<file path="src/rtl/cpu_pkg.sv">
// Shared types for the memory responder: opcode set, widths, FSM states.
// Imported by the interface, the RAM wrapper and the responder top.
package cpu_pkg;

    localparam int ADDR_W_DEF = 5;
    localparam int DATA_W_DEF = 8;
    localparam int DEPTH_DEF  = 32;

    typedef enum logic [2:0] {
        OP_HLT,
        OP_SKZ,
        OP_ADD,
        OP_AND,
        OP_XOR,
        OP_LDA,
        OP_STO,
        OP_JMP
    } opcode_t;

    typedef enum logic [1:0] {
        IDLE,
        ACCESS,
        RESP
    } rsp_state_t;

    typedef enum logic [1:0] {
        K_FETCH,
        K_READ,
        K_WRITE
    } acc_kind_t;

    // True when at least two of the three request lines are high.
    function automatic logic multi_req(input logic a,
                                       input logic b,
                                       input logic c);
        return (a & b) | (a & c) | (b & c);
    endfunction

endpackage

</file>
<file path="src/rtl/mem_responder_if.sv">
// Request/response bundle between the CPU core and the memory responder.
// master = core side, slave = responder side.
interface mem_responder_if
    import cpu_pkg::*;
#(
    parameter int ADDR_W = ADDR_W_DEF,
    parameter int DATA_W = DATA_W_DEF
);

    logic              memIns_en;
    logic              memDa_en;
    logic              memDa_we;
    logic [ADDR_W-1:0] pc_addr;
    logic [ADDR_W-1:0] da_addr;
    logic [DATA_W-1:0] wr_data;

    logic [2:0]        opcode;
    logic [ADDR_W-1:0] operand;
    logic [DATA_W-1:0] rd_data;
    logic              ins_valid;
    logic              da_valid;
    logic              busy;
    logic              drop;

    modport master (
        output memIns_en, memDa_en, memDa_we,
        output pc_addr, da_addr, wr_data,
        input  opcode, operand, rd_data,
        input  ins_valid, da_valid, busy, drop
    );

    modport slave (
        input  memIns_en, memDa_en, memDa_we,
        input  pc_addr, da_addr, wr_data,
        output opcode, operand, rd_data,
        output ins_valid, da_valid, busy, drop
    );

endinterface

</file>
<file path="src/rtl/ram_sp.sv">
// Single-port RAM, synchronous read and write, contents never reset.
// Read data register only changes on a read access.
module ram_sp #(
    parameter int ADDR_W = 5,
    parameter int DATA_W = 8,
    parameter int DEPTH  = 32
) (
    input  logic              clk,
    input  logic              en,
    input  logic              we,
    input  logic [ADDR_W-1:0] addr,
    input  logic [DATA_W-1:0] wdata,
    output logic [DATA_W-1:0] rdata
);

    localparam int IDX_W = (DEPTH > 1) ? $clog2(DEPTH) : 1;

    logic [DATA_W-1:0] mem_q [DEPTH];
    logic [DATA_W-1:0] rdata_q;
    logic [IDX_W-1:0]  idx;

    // Address wraps by dropping upper bits (DEPTH is a power of two).
    assign idx   = addr[IDX_W-1:0];
    assign rdata = rdata_q;

    // Array write or registered read, one access per enabled cycle.
    always_ff @(posedge clk) begin
        if (en) begin
            if (we) begin
                mem_q[idx] <= wdata;
            end else begin
                rdata_q <= mem_q[idx];
            end
        end
    end

endmodule

</file>
<file path="src/rtl/mem_responder.sv">
// Three-state memory responder: IDLE samples a request, ACCESS hits the
// RAM, RESP presents the result. Losing/late requests pulse drop.
module mem_responder
    import cpu_pkg::*;
#(
    parameter int ADDR_W = ADDR_W_DEF,
    parameter int DATA_W = DATA_W_DEF,
    parameter int DEPTH  = DEPTH_DEF
) (
    input  logic           clk,
    input  logic           rst,
    mem_responder_if.slave bus
);

    rsp_state_t        state_q, state_d;
    acc_kind_t         kind_q, kind_d;
    logic [ADDR_W-1:0] addr_q, addr_d;
    logic [DATA_W-1:0] wdata_q, wdata_d;
    logic              ins_valid_q, ins_valid_d;
    logic              da_valid_q, da_valid_d;
    logic              drop_q, drop_d;
    logic [2:0]        opcode_q, opcode_d;
    logic [ADDR_W-1:0] operand_q, operand_d;
    logic [DATA_W-1:0] rd_data_q, rd_data_d;

    logic              any_req;
    logic              ram_en;
    logic              ram_we;
    logic              resp_fetch;
    logic              resp_read;
    logic [DATA_W-1:0] ram_rdata;

    assign any_req = bus.memIns_en | bus.memDa_en | bus.memDa_we;

    // RAM is touched only in ACCESS, so a reset there blocks the write.
    assign ram_en = (state_q == ACCESS);
    assign ram_we = ram_en && (kind_q == K_WRITE);

    ram_sp #(
        .ADDR_W(ADDR_W),
        .DATA_W(DATA_W),
        .DEPTH (DEPTH)
    ) u_ram (
        .clk  (clk),
        .en   (ram_en),
        .we   (ram_we),
        .addr (addr_q),
        .wdata(wdata_q),
        .rdata(ram_rdata)
    );

    // The RAM read register carries the fresh word during RESP; the
    // hold registers take it over at RESP->IDLE so outputs stay put.
    assign resp_fetch = (state_q == RESP) && (kind_q == K_FETCH);
    assign resp_read  = (state_q == RESP) && (kind_q == K_READ);

    assign bus.opcode    = resp_fetch ? ram_rdata[DATA_W-1 -: 3]
                                      : opcode_q;
    assign bus.operand   = resp_fetch ? ram_rdata[ADDR_W-1:0]
                                      : operand_q;
    assign bus.rd_data   = resp_read  ? ram_rdata : rd_data_q;
    assign bus.ins_valid = ins_valid_q;
    assign bus.da_valid  = da_valid_q;
    assign bus.drop      = drop_q;
    assign bus.busy      = (state_q != IDLE);

    // Next-state, request arbitration, pulses and result capture.
    always_comb begin
        state_d     = state_q;
        kind_d      = kind_q;
        addr_d      = addr_q;
        wdata_d     = wdata_q;
        opcode_d    = opcode_q;
        operand_d   = operand_q;
        rd_data_d   = rd_data_q;
        ins_valid_d = 1'b0;
        da_valid_d  = 1'b0;
        drop_d      = 1'b0;

        unique case (state_q)
            IDLE: begin
                if (any_req) begin
                    state_d = ACCESS;
                    wdata_d = bus.wr_data;
                    drop_d  = multi_req(bus.memDa_we, bus.memDa_en,
                                        bus.memIns_en);
                    if (bus.memDa_we) begin
                        kind_d = K_WRITE;
                        addr_d = bus.da_addr;
                    end else if (bus.memDa_en) begin
                        kind_d = K_READ;
                        addr_d = bus.da_addr;
                    end else begin
                        kind_d = K_FETCH;
                        addr_d = bus.pc_addr;
                    end
                end
            end
            ACCESS: begin
                state_d     = RESP;
                drop_d      = any_req;
                ins_valid_d = (kind_q == K_FETCH);
                da_valid_d  = (kind_q != K_FETCH);
            end
            RESP: begin
                state_d = IDLE;
                drop_d  = any_req;
                if (kind_q == K_FETCH) begin
                    opcode_d  = ram_rdata[DATA_W-1 -: 3];
                    operand_d = ram_rdata[ADDR_W-1:0];
                end
                if (kind_q == K_READ) begin
                    rd_data_d = ram_rdata;
                end
            end
            default: begin
                state_d = IDLE;
            end
        endcase
    end

    // State and output registers; reset aborts any transaction.
    always_ff @(posedge clk or posedge rst) begin
        if (rst) begin
            state_q     <= IDLE;
            kind_q      <= K_FETCH;
            addr_q      <= '0;
            wdata_q     <= '0;
            ins_valid_q <= 1'b0;
            da_valid_q  <= 1'b0;
            drop_q      <= 1'b0;
            opcode_q    <= '0;
            operand_q   <= '0;
            rd_data_q   <= '0;
        end else begin
            state_q     <= state_d;
            kind_q      <= kind_d;
            addr_q      <= addr_d;
            wdata_q     <= wdata_d;
            ins_valid_q <= ins_valid_d;
            da_valid_q  <= da_valid_d;
            drop_q      <= drop_d;
            opcode_q    <= opcode_d;
            operand_q   <= operand_d;
            rd_data_q   <= rd_data_d;
        end
    end

endmodule

</file>
<file path="src/flat_wrapper.sv">
// flat-port wrapper written by rule: the top's interface ports become plain ports
module mem_responder_flat import cpu_pkg::*;
#(
    parameter int ADDR_W = ADDR_W_DEF,
    parameter int DATA_W = DATA_W_DEF,
    parameter int DEPTH  = DEPTH_DEF
)
  (clk, rst, bus_memIns_en, bus_memDa_en, bus_memDa_we, bus_pc_addr, bus_da_addr, bus_wr_data, bus_opcode, bus_operand, bus_rd_data, bus_ins_valid, bus_da_valid, bus_busy, bus_drop);
  mem_responder_if #(.ADDR_W(ADDR_W), .DATA_W(DATA_W)) bus_i ();
  input  logic clk;
  input  logic rst;
  input wire logic [$bits(bus_i.memIns_en)-1:0] bus_memIns_en;
  input wire logic [$bits(bus_i.memDa_en)-1:0] bus_memDa_en;
  input wire logic [$bits(bus_i.memDa_we)-1:0] bus_memDa_we;
  input wire logic [$bits(bus_i.pc_addr)-1:0] bus_pc_addr;
  input wire logic [$bits(bus_i.da_addr)-1:0] bus_da_addr;
  input wire logic [$bits(bus_i.wr_data)-1:0] bus_wr_data;
  output wire logic [$bits(bus_i.opcode)-1:0] bus_opcode;
  output wire logic [$bits(bus_i.operand)-1:0] bus_operand;
  output wire logic [$bits(bus_i.rd_data)-1:0] bus_rd_data;
  output wire logic [$bits(bus_i.ins_valid)-1:0] bus_ins_valid;
  output wire logic [$bits(bus_i.da_valid)-1:0] bus_da_valid;
  output wire logic [$bits(bus_i.busy)-1:0] bus_busy;
  output wire logic [$bits(bus_i.drop)-1:0] bus_drop;
  assign bus_i.memIns_en = bus_memIns_en;
  assign bus_i.memDa_en = bus_memDa_en;
  assign bus_i.memDa_we = bus_memDa_we;
  assign bus_i.pc_addr = bus_pc_addr;
  assign bus_i.da_addr = bus_da_addr;
  assign bus_i.wr_data = bus_wr_data;
  assign bus_opcode = bus_i.opcode;
  assign bus_operand = bus_i.operand;
  assign bus_rd_data = bus_i.rd_data;
  assign bus_ins_valid = bus_i.ins_valid;
  assign bus_da_valid = bus_i.da_valid;
  assign bus_busy = bus_i.busy;
  assign bus_drop = bus_i.drop;
  mem_responder #(.ADDR_W(ADDR_W), .DATA_W(DATA_W), .DEPTH(DEPTH)) u_core (.clk(clk), .rst(rst), .bus(bus_i));
endmodule
</file>
<file path="config.mk">
export PLATFORM = sky130hd
export DESIGN_NAME = mem_responder_flat
export DESIGN_NICKNAME = d
export VERILOG_FILES = /design/src/rtl/cpu_pkg.sv /design/src/rtl/mem_responder_if.sv /design/src/rtl/ram_sp.sv /design/src/rtl/mem_responder.sv /design/src/flat_wrapper.sv
export SDC_FILE = /design/constraint.sdc
export NUM_CORES = 1
export LEC_CHECK = 0
export CAP_MARGIN = 40
export CORE_UTILIZATION = 30
export DETAILED_ROUTE_END_ITERATION = 7
export DONT_BUFFER_PORTS = 1
export GPL_ROUTABILITY_DRIVEN = 0
export HOLD_SLACK_MARGIN = 0.06
export PLACE_DENSITY = 0.49
export SYNTH_ARGS = -nofsm -noshare
export SYNTH_HDL_FRONTEND = slang
export SYNTH_SLANG_ARGS = --single-unit
</file>
<file path="constraint.sdc">
create_clock -name clk -period 2.82 [get_ports clk]
set_clock_uncertainty 0.05 [all_clocks]
set_input_delay 0.564 -clock clk [delete_from_list [all_inputs] [get_ports clk]]
set_output_delay 0.564 -clock clk [all_outputs]
set_load 0.02 [all_outputs]
</file>
## After elaboration in Yosys (flattened, before gate mapping)

Memories as Yosys holds them, arrays and structs flattened. A register that Yosys moved wholly into a read port is not among the register bits.
Index checks and enable logic that the tools add are counted.

| word-level totals | value |
|---|---|
| register bits after elaboration | 36 |
| latch bits | 0 |
| bits in writable memories | 256 |
| ROM bits | 0 |
| input bits | 23 |
| output and inout port bits | 20 |
| logic and storage cells | 52 |
| memories kept | 1 |

| cells by class | value |
|---|---|
| add/subtract/negate cells | 0 |
| multipliers | 0 |
| div/mod/pow operators | 0 |
| $lt $le $gt $ge | 0 |
| equality and inequality tests | 5 |
| shift operators | 0 |
| multiplexer cells | 16 |
| bitwise operators | 8 |
| reduce and logical (&&, ||, !) cells | 12 |

Memory list:

| name | depth | bits a word | read ports | clocked after memory_dff | write ports | RTL line | text |
|---|---|---|---|---|---|---|---|
| u_core.u_ram.mem_q | 32 | 8 | 1 | 1 | 1 | ram_sp.sv:18 | `logic [DATA_W-1:0] mem_q [DEPTH];` |

Operator list:

| cell | number |
|---|---|
| 5-bit 2-to-1 mux | 3 |
| 8-bit 2-to-1 mux | 1 |
| 2-bit AND reduction | 4 |
| 1-bit 2-to-1 mux | 7 |
| 2-bit by 1-bit == test with 1-bit output, second input constant | 2 |
| 2-bit == test, second input constant | 2 |
| 2-bit logical NOT | 2 |
| 2-bit 2-to-1 mux | 2 |
| 1-bit OR | 4 |
| 2-bit one-hot mux with 2 select lines | 1 |
| 2-bit nonzero test | 2 |
| 1-bit AND | 3 |
| 1-bit logical AND | 3 |
| 3-bit 2-to-1 mux | 1 |
| 2-bit by 1-bit inequality test with 1-bit output, second input constant | 1 |
| 1-bit one-hot mux with 2 select lines | 1 |
| 2-bit OR reduction | 1 |
| 1-bit NOT | 1 |

## Longest topological paths before layout

Gate-level depths: netlist of run 1.

| logic depth | value |
|---|---|
| depth in word-level cells | 5 |
| gate-level depth with buffers | 7 |
| gate-level depth less buffers | 6 |

## Cells and area by module

From an unflattened synthesis of run 1, not the netlist that was laid out.

| second synthesis, totals | value |
|---|---|
| cell total of the unflattened synthesis | 688 |
| area total of the unflattened synthesis | 11815.1 µm² |

Modules (own cells, without submodules):

| module | times used | cells each | area each (µm²) | seq. area each (µm²) |
|---|---|---|---|---|
| ram_sp | 1 | 580 | 10289.9 | 7927.6 |
| mem_responder | 1 | 108 | 1525.2 | 900.9 |

## Worst setup path before layout of run 1

OpenSTA, ideal clock, no wires.

| path | value |
|---|---|
| kind | register to register |
| from | register u_core.state_q[1] |
| to | memory u_core.u_ram.mem_q[21][0] (enable) |
| setup time | 0.383 ns |
| arrival time | 1.977 ns |
| required time | 2.387 ns |
| path slack | 0.410 ns |
| stages on the path, launching flop included | 7 |
| path buffers | 1 |
| period minus slack after synthesis | 2.410 ns |
| path through | dfrtp_1 -> inv_1 -> ha_1 -> nand3b_1 -> or3b_2 -> buf_2 -> nor3_1 |

| on the way | value |
|---|---|
| longest elaborated chain between the ends | 5 |

Ends and longest elaborated chain:

| item | RTL line | text |
|---|---|---|
| start: declaration | mem_responder.sv:15 | `rsp_state_t state_q, state_d;` |
| start signal: assignment | mem_responder.sv:136 | `state_q <= state_d;` |
| 2-bit by 1-bit == test with 1-bit output * | mem_responder.sv:36 | `assign ram_en = (state_q == ACCESS);` |
| 1-bit logical AND | mem_responder.sv:37 | `assign ram_we = ram_en && (kind_q == K_WRITE);` |
| 1-bit 2-to-1 mux | ram_sp.sv:29 | `if (we) begin` |
| 1-bit 2-to-1 mux * | ram_sp.sv:28 | `if (en) begin` |
| 1-bit 2-to-1 mux (not written as such) * | ram_sp.sv:30 | `mem_q[idx] <= wdata;` |
| end: declaration | ram_sp.sv:18 |  |

Every way passes the cells marked *; elsewhere a longest branch is shown, timed or not.

==> metrics.md, run 1 <==
| Metric | Value |
|---|---|
| Post-Synthesis Cell Area | `11800 µm²` |
| Req. time, crit path | `3.00 ns` |
| Setup TNS | `0 ns` |
| # Max-Cap Violations | `0` |
| Largest net degree at the start of global routing | `34` |
| GRT Overall Usage | `14.0%` |
| Area contributors post-synth | `edfxtp_1 67%, mux2i_1 11%, dfrtp_1 7.6%` |
| Antenna viol nets, final | `0` |
| CP Class | `flop to flop` |
| Clock Path Buffers | `3` |
| Pwr Density | `1050 nW/µm²` |
| DR iter-0 viols | `443` |
| Cell row count | `72` |
| Die Area | `40100 µm²` |
| Starting Density | `30.4%` |
| Worst Setup Slack, final | `0.161 ns` |
| Pre-CTS setup slack | `0.105 ns` |
| Antenna violations before repair | `0` |
| Final std cells w/o fill | `1297` |
| Root buf cell | `clkbuf_16` |
| Final setup fails | `0` |
| Placed cell area | `12800 µm²` |
| Worst Hold Class | `primary input to flop` |
| Remaining global-route overflow | `0` |
| Core Footprint | `38700 µm²` |
| Hold Vio Cnt, Final | `0` |
| Cell taking the most area after synthesis | `edfxtp_1` |
| Worst slew pin tran | `0.879 ns` |
| Clock Latency Late Sink | `0.51 ns` |
| CP Max Fanout | `26` |
| I/O pins | `43` |
| Max Used Layer | `met4` |
| Startpoint Class | `flop` |
| P_leak | `0.00481 µW` |
| DR vias | `6175` |
| Area growth syn-to-layout | `18.0%` |
| Routed met1 length | `12.9 mm` |
| VDD IR max | `0.394 mV` |
| Top FF cell, synth | `edfxtp_1` |
| Distinct cell type count after synthesis | `36` |
| Post-Syn Instances | `689` |
| Drt drc | `0` |
| Inserted Clock Buffers | `34` |
| H-tree levels | `2` |
| Clock sink count | `300` |
| Final min period | `2.66 ns` |
| Ant diodes | `0` |
| Yosys warning count | `0` |
| TritonCTS clock tree | `built` |
| Async SR Flop Fraction | `12.0%` |
| Drt via density | `4.76` |
| Crit path DAT | `2.84 ns` |
| Post-route cell area | `13900 µm²` |
| Post-synthesis net count | `717` |
| Reg clk slew, reported paths | `0.06 ns` |
| Port bufs | `0` |
| Vias in the first global route | `6088` |
| Slew Limit Fails | `0` |
| Slew HR | `41.4%` |
| Fin nets | `785` |
| Share of cells above drive strength 1 | `18.6%` |
| F_max | `376 MHz` |
| Status | `finished clean` |
| Die Span X | `200 µm` |
| Seq/Total Area, Yosys | `74.9%` |
| Crit end category | `flop` |
| Metal3 WL | `1.04 mm` |
| Post-synth EDFFs | `264` |
| Final wirelength | `28.3 mm` |
| Seq cells post-synth | `300` |
| First drt pass iteration count | `5` |
| # placed instances | `1238` |
| Die height | `200 µm` |
| Cts repair resizes | `0` |
| RSZ-0062 raised after global routing | `no` |
| Hpwl dp | `18.9 mm` |
| Final Cycle Share | `94.3%` |
| First-pass GRT wire length | `41.3 mm` |
| Synth top area share | `67.2%` |
| Routed wl met2 | `13.8 mm` |
| Synth Area per Inst | `17.1 µm²` |
| WL/cell | `21.8 µm` |
==> kinds of logic after synthesis <==
group           count (synthesis)  share of synthesized area, %
buf+inv                        43                          1.80
mux                           157                          13.6
flops                         300                          74.9
simple gates                  108                          5.16
compound gates                 75                          3.95
fa+ha+maj                       6                         0.616
==> final timing paths <==
check / from / endpoint / slack, ns / cells after the start
min: bus_wr_data[7] / u_core.wdata_q[7] / 0.16 / 1
min in group asynchronous: rst / u_core.bus.drop / 0.42 / 2
max in group asynchronous: rst / u_core.operand_q[1] / 1.72 / 3
max reg2reg: u_core.addr_q[1] / u_core.u_ram.rdata[5] / 0.16 / 5
min reg2reg: u_core.wdata_q[7] / u_core.wdata_q[7] / 0.45 / 1
max: u_core.addr_q[1] / u_core.u_ram.rdata[5] / 0.16 / 5
==> worst max-delay path, cell delays in order, from the launching register on <==
cell and delay (ns):
dfrtp_4 0.67, buf_4 0.48, mux2i_1 0.26, o22ai_1 0.13
nor4_1 0.63, nand2_1 0.13
==> power by group <==
part / total, µW / switching, µW / internal [µW]
Combinational: 3980 / 2530 / 1460
Sequential: 6320 / 453 / 5860
Clock: 4340 / 1680 / 2660
Total: 14600 / 4650 / 9980
==> stage by stage <==
stage | hold slack, ns | total power [µW] | util, %
after detailed placement | 0.387 | 10500 | 33.1
after global routing | 0.146 | 15300 | 35.9
after CTS | 0.142 | 14800 | 35.9
after global placement | 0.447 | 10500 | 33.0
final | 0.156 | 14600 | 35.9
after floorplan | 0.447 | 8810 | -
==> cells in the final DEF (no fill, tap or decap), types with 4 or more instances in the layout <==
cell,instances
nand4bb_1,5
ha_1,5
clkbuf_1,8
o21ai_0,8
bufinv_16,4
clkinv_1,4
mux2_2,24
buf_4,65
nor4_1,16
nand3b_1,4
nor2_1,36
nand4b_1,4
inv_1,5
clkbuf_16,35
nand2_1,17
nor3_1,5
mux2i_1,133
o22ai_1,64
dfrtp_1,35
edfxtp_1,264
==> registers in the layout, indices dropped and copies added (netlist names) <==
register              count
u_core.opcode_q           3
u_core.operand_q          5
u_core.bus.da_valid       1
u_core.wdata_q            8
u_core.bus.ins_valid      1
u_core.addr_q             5
u_core.u_ram.mem_q      256
u_core.rd_data_q          8
u_core.kind_q             2
u_core.u_ram.rdata        8
u_core.bus.drop           1
u_core.state_q            2
==> final cells by class <==
type	count	area (µm²)
Fill cell	3636	24800
Clock buffer	44	920
Sequential cell	300	8830
Tap cell	518	648
Inverter	5	18.8
Multi-Input combinational cell	346	2750
Timing Repair Buffer	70	573
Clock inverter	14	176
==> cells in the mapped netlist (4+ instances only) <==
| master | number |
|---|---|
| o21ai_0 | 8 |
| nand2_1 | 17 |
| nor2_1 | 36 |
| edfxtp_1 | 264 |
| nor3_1 | 5 |
| o22ai_1 | 64 |
| nor4_1 | 16 |
| mux2i_1 | 133 |
| ha_1 | 5 |
| clkbuf_1 | 6 |
| mux2_2 | 24 |
| dfrtp_1 | 36 |
| nand3b_1 | 4 |
| nand4b_1 | 4 |
| nand4bb_1 | 5 |
| inv_1 | 5 |
| buf_2 | 25 |
==> timing repair <==
item                       4_1_cts  5_1_grt
buffers inserted                 0        0
hold endpoints to repair         6        0
setup endpoints to repair        0        0
hold buffers                     1        0
==> layer usage <==
| layer | GRT usage, % | up-vias |
|---|---|---|
| met3 | 2.54 | 38 |
| li1 | - | 2850 |
| met1 | 19.0 | 3169 |
| met2 | 22.9 | 118 |
| met5 | 0 | - |
| met4 | 3.63 | 0 |
Note: power is estimated with default switching activity, not from simulation.
==> inputs of run 2 (changes only) <==
Settings changed: ABC_AREA set to 0, REMOVE_ABC_BUFFERS set to 1.
==> run 2 against run 1 <==
Against the previous run: clock-buffer cell count decreased by 3; flip-flop and latch count unchanged; design area about the same; worst setup slack got worse by 0.10 ns; maximum frequency decreased by 3.7%; first-iteration DRC count increased by 18%; sequential power increased by 0.9%; combinational power decreased by 3%; register-to-register slack got worse by 0.10 ns; power increased by 0.31%; cell count decreased by 0.62%; clock power increased by 2%; highest routed layer unchanged.
==> metrics.md, run 2 (synthesis results as in run 1) <==
| Metric | Value |
|---|---|
| Antenna viol nets, final | `0 (unchanged)` |
| Pwr Density | `1050 nW/µm² (about the same)` |
| Slew Limit Fails | `0 (unchanged)` |
| Root buf cell | `clkbuf_16 (unchanged)` |
| Setup TNS | `0 ns (unchanged)` |
| Pre-CTS setup slack | `0.272 ns (was 0.105 ns)` |
| Cell row count | `72 (unchanged)` |
| CP Class | `flop to flop (unchanged)` |
| Inserted Clock Buffers | `34 (unchanged)` |
| Share of cells above drive strength 1 | `18.3% (was 18.6%)` |
| Port bufs | `0 (unchanged)` |
| Critical path buffer and inverter count | `1 (unchanged)` |
| H-tree levels | `2 (unchanged)` |
| First-pass GRT wire length | `42.1 mm (was 41.3 mm)` |
| Max reg flops | `256 (unchanged)` |
| Core Footprint | `38700 µm² (unchanged)` |
| Final Cycle Share | `98.0% (was 94.3%)` |
| F_max | `362 MHz (was 376 MHz)` |
| Most common cell after layout, fill and taps aside | `edfxtp_1 (unchanged)` |
| Status | `finished clean (unchanged)` |
| Largest net degree at the start of global routing | `44 (was 34)` |
| Remaining global-route overflow | `0 (unchanged)` |
| Drt drc | `0 (unchanged)` |
| Most frequent cells in the layout | `264 x edfxtp_1, 133 x mux2i_1, 64 x o22ai_1 (was 264 x edfxtp_1, 133 x mux2i_1, 65 x buf_4)` |
| Worst Setup Slack, final | `0.0574 ns (was 0.161 ns)` |
| Starting Density | `30.4% (unchanged)` |
| P_int | `9940 µW (was 9980 µW)` |
| Final min period | `2.76 ns (was 2.66 ns)` |
| Final wirelength | `28.4 mm (was 28.3 mm)` |
| Worst slew pin tran | `0.977 ns (was 0.879 ns)` |
| Die height | `200 µm (unchanged)` |
| Worst Hold Class | `primary input to flop (unchanged)` |
| Antenna violations before repair | `0 (unchanged)` |
| Reg with most FFs | `u_core.u_ram.mem_q (unchanged)` |
| Seq pwr share | `43.4% (was 43.2%)` |
| Fin nets | `773 (was 785)` |
| Clock sink count | `300 (unchanged)` |
| Die Span X | `200 µm (unchanged)` |
| Req. time, crit path | `2.99 ns (was 3.00 ns)` |
| Sw power | `4740 µW (was 4650 µW)` |
| First drt pass iteration count | `5 (unchanged)` |
| Slew HR | `34.3% (was 41.4%)` |
| RSZ-0062 raised after global routing | `no (unchanged)` |
| Worst path slowest cell | `dfrtp_1 (was dfrtp_4)` |
| Comb power frac | `26.4% (was 27.2%)` |
| DR iter-0 viols | `522 (was 443)` |
| GRT Overall Usage | `14.3% (was 14.0%)` |
| Storage element area | `8830 µm² (unchanged)` |
| Final setup fails | `0 (unchanged)` |
| Clock Latency Late Sink | `0.52 ns (was 0.51 ns)` |
| I/O pins | `43 (unchanged)` |
| CP Max Fanout | `28 (was 26)` |
| Crit end category | `flop (unchanged)` |
| Crit path max-delay family | `simple AND/OR/NAND/NOR gates (unchanged)` |
| Hold Vio Cnt, Final | `0 (unchanged)` |
| TritonCTS clock tree | `built (unchanged)` |
| Drt via density | `4.77 (was 4.76)` |
| VDD IR max | `0.467 mV (was 0.394 mV)` |
| Ant diodes | `0 (unchanged)` |
| Hpwl dp | `19.1 mm (was 18.9 mm)` |
| Die Area | `40100 µm² (unchanged)` |
| Crit path DAT | `2.94 ns (was 2.84 ns)` |
| Clk pwr share | `30.1% (was 29.6%)` |
| Multi-input gate area | `2750 µm² (about the same)` |
| Clock Path Buffers | `3 (unchanged)` |
| Ordered list of cells on the worst path | `nand4bb_1 -> buf_4 -> o22ai_1 -> nor4_1 -> nand2_1 (was buf_4 -> mux2i_1 -> o22ai_1 -> nor4_1 -> nand2_1)` |
| WL/cell | `22.0 µm (was 21.8 µm)` |
| Max stage delay on crit path | `0.82 ns (was 0.67 ns)` |
| Area growth syn-to-layout | `18.1% (was 18.0%)` |
| P_leak | `0.00480 µW (was 0.00481 µW)` |
| # Max-Cap Violations | `0 (unchanged)` |
| Vias in the first global route | `6104 (was 6088)` |
| Startpoint Class | `flop (unchanged)` |
| Reg clk slew, reported paths | `0.06 ns (about the same)` |
| Sw frac | `32.3% (was 31.8%)` |
| Layout fillers | `3673 (was 3636)` |
| DR vias | `6144 (was 6175)` |
==> run 2: changes by cell type in the layout (fill, tap and decap cells not counted) <==
cell	before	now
buf_4	65	50
clkinv_2	2	8
buf_16	0	1
clkinv_8	0	3
buf_12	3	6
and2_2	0	1
buf_8	1	0
clkbuf_1	8	5
and2_1	2	1
clkinvlp_4	3	2
inv_6	1	0
==> run 2: power groups by stage <==
stage | logic (µW) | registers, µW | clock network (µW)
6_report | 3880 | 6380 | 4420
5_1_grt | 4150 | 6440 | 4700
4_1_cts | 3940 | 6400 | 4520
3_5_place_dp | 3930 | 6480 | 0
3_3_place_gp | 3910 | 6480 | 0
2_1_floorplan | 1990 | 6690 | 0
==> run 2: through the flow <==
step / cells / total power, µW / hold slack [ns] / util, % / area (µm²)
after floorplan: 651 / 8670 / 0.449 / - / 11600
after global placement: 1224 / 10400 / 0.440 / 32.8 / 12700
after detailed placement: 1225 / 10400 / 0.414 / 32.9 / 12700
after CTS: 1288 / 14900 / 0.135 / 35.9 / 13900
after global routing: 1289 / 15300 / 0.140 / 36.0 / 13900
final: 1289 / 14700 / 0.160 / 36.0 / 13900
==> run 2: path summary, 6_finish.rpt <==
path                                   startpoint                     to  cells after the start  slack, ns
worst min register to register  u_core.wdata_q[2]      u_core.wdata_q[2]                      1       0.45
worst max register to register   u_core.addr_q[3]  u_core.u_ram.rdata[3]                      5       0.06
min in group asynchronous                     rst    u_core.operand_q[2]                      2       0.45
worst max-delay path             u_core.addr_q[3]  u_core.u_ram.rdata[3]                      5       0.06
worst min-delay path               bus_wr_data[7]      u_core.wdata_q[7]                      1       0.16
max in group asynchronous                     rst       u_core.addr_q[0]                      4       1.65
==> run 2: timing repair <==
| item | 4_1_cts | 5_1_grt |
|---|---|---|
| gates resized for setup | 0 | 1 |
| setup endpoints to repair | 0 | 9 |
| setup buffers | 0 | 1 |
| hold endpoints to repair | 7 | 0 |
| hold buffers | 1 | 0 |
==> run 2: area by class of cell <==
cell class | instances | area share (%)
clock inverters | 21 | 1.72
multi-input cells | 346 | 19.7
repair buffers | 58 | 3.83
clock buffers | 41 | 6.52
inverters | 5 | 0.135
well taps | 518 | 4.65
flip-flops and latches | 300 | 63.4
==> run 2: per-layer routing <==
metal | GRT usage [%] | vias up | share of wire (%)
met3 | 2.21 | 46 | 3.7
met1 | 19.0 | 3144 | 44
li1 | - | 2837 | -
met5 | 0 | - | 0
met2 | 23.6 | 117 | 49
met4 | 4.84 | 0 | 2.8
==> inputs of run 3 (changes only) <==
Settings changed: PLACE_DENSITY 0.49 to unset, SYNTH_HIERARCHICAL set to 1.
==> run 3 against run 2 <==
Against the previous run: clock-buffer cell count grew 1; sequential power grew 1%; first-iteration DRC count shrank 8.4%; sequential share of layout area grew 0.92 points; non-clock buffer count grew 3; power shrank 5.1%; worst setup slack lost 0.0055 ns; largest power group unchanged; critical path depth grew 1; critical path type unchanged.
==> metrics.md, run 3 <==
| Metric | Value |
|---|---|
| Clock Latency Late Sink | `0.55 ns (was 0.52 ns)` |
| Post-Synthesis Cell Area | `11800 µm² (about the same)` |
| Worst hold stages | `1 (unchanged)` |
| Startpoint Class | `flop (unchanged)` |
| Hpwl dp | `17.5 mm (was 19.1 mm)` |
| Area contributors post-synth | `edfxtp_1 67%, mux2i_1 11%, dfrtp_1 7.6% (unchanged)` |
| Sw frac | `31.7% (was 32.3%)` |
| Top FF cell, synth | `edfxtp_1 (unchanged)` |
| First drt pass iteration count | `5 (unchanged)` |
| RSZ-0062 raised after global routing | `no (unchanged)` |
| Starting Density | `30.5% (was 30.4%)` |
| I/O pins | `43 (unchanged)` |
| R2R Path Start | `u_core/addr_q[1] (was u_core.addr_q[3])` |
| Worst slew pin tran | `0.830 ns (was 0.977 ns)` |
| CP Max Fanout | `29 (was 28)` |
| Placed cell area | `12700 µm² (about the same)` |
| Clk pwr share | `27.5% (was 30.1%)` |
| Antenna viol nets, final | `0 (unchanged)` |
| Synth Area per Inst | `17.2 µm² (was 17.1 µm²)` |
| Port bufs | `0 (unchanged)` |
| Yosys warning count | `6 (was 0)` |
| Ant diodes | `0 (unchanged)` |
| Distinct cell type count after synthesis | `38 (was 36)` |
| Die Area | `40200 µm² (was 40100 µm²)` |
| WL/cell | `20.2 µm (was 22.0 µm)` |
| FF-to-FF path depth | `6 (was 5)` |
| CP Class | `flop to flop (unchanged)` |
| Max reg flops | `256 (unchanged)` |
| Cell row count | `72 (unchanged)` |
| Fin nets | `768 (was 773)` |
| Comb power frac | `26.2% (was 26.4%)` |
| Largest net degree at the start of global routing | `36 (was 44)` |
| P_int | `9520 µW (was 9940 µW)` |
| VDD IR max | `0.438 mV (was 0.467 mV)` |
| DR iter-0 viols | `478 (was 522)` |
| Post-synth EDFFs | `264 (unchanged)` |
| Slew Limit Fails | `0 (unchanged)` |
| Worst hold start | `bus_wr_data[0] (was bus_wr_data[7])` |
| Post-route cell area | `13700 µm² (was 13900 µm²)` |
| Sw power | `4410 µW (was 4740 µW)` |
| Max stage delay on crit path | `0.78 ns (was 0.82 ns)` |
| Req. time, crit path | `3.07 ns (was 2.99 ns)` |
| DR vias | `6161 (was 6144)` |
| F_max | `361 MHz (was 362 MHz)` |
| GRT Overall Usage | `12.9% (was 14.3%)` |
| Cell taking the most area after synthesis | `edfxtp_1 (unchanged)` |
| Ordered list of cells on the worst path | `buf_12 -> mux2i_1 -> o22ai_1 -> nor4_1 -> buf_4 -> nand2_1 (was nand4bb_1 -> buf_4 -> o22ai_1 -> nor4_1 -> nand2_1)` |
| Inserted Clock Buffers | `29 (was 34)` |
| Clock Path Buffers | `3 (unchanged)` |
| Status | `finished clean (unchanged)` |
| Drt via density | `4.81 (was 4.77)` |
| Final setup fails | `0 (unchanged)` |
| Root buf cell | `clkbuf_16 (unchanged)` |
| Pwr Density | `1020 nW/µm² (was 1050 nW/µm²)` |
| Share of cells above drive strength 1 | `17.5% (was 18.3%)` |
| Seq/Total Area, Yosys | `74.7% (was 74.9%)` |
| Worst Hold Class | `primary input to flop (unchanged)` |
| Setup TNS | `0 ns (unchanged)` |
| Pre-CTS setup slack | `0.107 ns (was 0.272 ns)` |
| Reg with most FFs | `u_core/u_ram/mem_q (was u_core.u_ram.mem_q)` |
| Worst Setup Slack, final | `0.0519 ns (was 0.0574 ns)` |
| Synth top area share | `67.1% (was 67.2%)` |
| Reg clk slew, reported paths | `0.06 ns (about the same)` |
| Final core occ | `35.4% (was 36.0%)` |
| Top cells by count, synth | `264 x edfxtp_1, 133 x mux2i_1, 65 x o22ai_1, 36 x dfrtp_1, 34 x nor2_1 (was 264 x edfxtp_1, 133 x mux2i_1, 64 x o22ai_1, 36 x dfrtp_1, 36 x nor2_1)` |
| Final wirelength | `25.9 mm (was 28.4 mm)` |
| Core Footprint | `38700 µm² (unchanged)` |
| Area growth syn-to-layout | `16.2% (was 18.1%)` |
| Hold Vio Cnt, Final | `0 (unchanged)` |
| Crit path DAT | `3.02 ns (was 2.94 ns)` |
| Slew HR | `44.2% (was 34.3%)` |
| Seq pwr share | `46.3% (was 43.4%)` |
| Worst path slowest cell | `dfrtp_4 (was dfrtp_1)` |
| Final min period | `2.77 ns (was 2.76 ns)` |
| Most frequent cells in the layout | `264 x edfxtp_1, 133 x mux2i_1, 65 x o22ai_1 (was 264 x edfxtp_1, 133 x mux2i_1, 64 x o22ai_1)` |
| Vias in the first global route | `6345 (was 6104)` |
| Most common cell after layout, fill and taps aside | `edfxtp_1 (unchanged)` |
| TritonCTS clock tree | `built (unchanged)` |
| Post-Syn Instances | `688 (was 689)` |
| Layout fillers | `3635 (was 3673)` |
| Remaining global-route overflow | `0 (unchanged)` |
| P_leak | `0.00471 µW (was 0.00480 µW)` |
| # Max-Cap Violations | `0 (unchanged)` |
| Top-count cell post-synth | `edfxtp_1 (unchanged)` |
| Crit path launch | `u_core/addr_q[1] (was u_core.addr_q[3])` |
| Die height | `200 µm (about the same)` |
| H-tree levels | `1 (was 2)` |
| Async SR Flop Fraction | `12.0% (unchanged)` |
| Die Span X | `200 µm (about the same)` |
| Seq cells post-synth | `300 (unchanged)` |
| Drt drc | `0 (unchanged)` |
| First-pass GRT wire length | `39.7 mm (was 42.1 mm)` |
| Clock sink count | `300 (unchanged)` |
| Final Cycle Share | `98.2% (was 98.0%)` |
| Antenna violations before repair | `1 (was 0)` |
| Crit end category | `flop (unchanged)` |
[run 3: kinds of logic (layout without fill, tap and decap cells)]
logic type | Yosys count | after routing | synth area share [%]
buffers and inverters | 44 | 120 | 1.90
adder cells (fa/ha/maj) | 5 | 5 | 0.508
AO/OA/AOI/OAI | 76 | 76 | 4.14
flip-flops | 300 | 300 | 74.7
AND/OR/NAND/NOR | 105 | 105 | 4.99
multiplexers | 158 | 158 | 13.7
[run 3: area by class of cell]
cell class	count	area [µm²]	area share [%]
sequential	300	8830	64.3
multi-input combinational	344	2760	20.1
clock buffer	42	815	5.93
tap	518	648	4.72
timing repair buffer	61	513	3.74
clock inverter	12	138	1.00
inverter	5	18.8	0.137
[run 3: timing repair]
action,4_1_cts,5_1_grt
setup buffers,0,1
hold buffers,2,0
hold endpoints to repair,17,0
endpoints found under the setup margin,0,15
gates resized for setup,0,1
[run 3: critical path: cells and delay by family (launching register included)]
kind	cells	cell delay [ns]
simple gates	2	0.75
mux	1	0.29
flops	1	0.78
buf+inv	2	0.47
compound gates	1	0.14
[run 3: metal layers]
metal	up-vias	part of all wire [%]	global-route usage [%]
li1	2829	-	-
met1	3151	44	17.1
met2	132	48	21.4
met3	49	4.8	2.39
met4	0	3.0	4.23
met5	-	0	0
[run 3: path summary, 6_finish.rpt]
kind	to	slack [ns]
setup reg to reg	u_core/u_ram/rdata[1]	0.05
setup / recovery	u_core/u_ram/rdata[1]	0.05
max in group asynchronous	u_core/addr_q[1]	1.50
min in group asynchronous	u_core/rd_data_q[1]	0.48
hold / removal	u_core/wdata_q[0]	0.11
hold reg to reg	u_core/wdata_q[6]	0.46
[run 3: power by group through the flow]
stage / logic [µW] / clock network, µW / registers, µW
after floorplan: 1990 / 0 / 6630
after global placement: 3650 / 0 / 6530
after detailed placement: 3690 / 0 / 6550
after CTS: 3700 / 3900 / 6460
after global routing: 3910 / 4080 / 6520
final: 3650 / 3840 / 6450
[run 3: stage by stage]
| stage | total power [µW] | cells | hold slack (ns) |
|---|---|---|---|
| floorplan | 8620 | 649 | 0.447 |
| global placement | 10200 | 1225 | 0.442 |
| detailed placement | 10200 | 1225 | 0.444 |
| CTS | 14100 | 1281 | 0.0931 |
| global route | 14500 | 1282 | 0.0938 |
| finish | 13900 | 1282 | 0.110 |
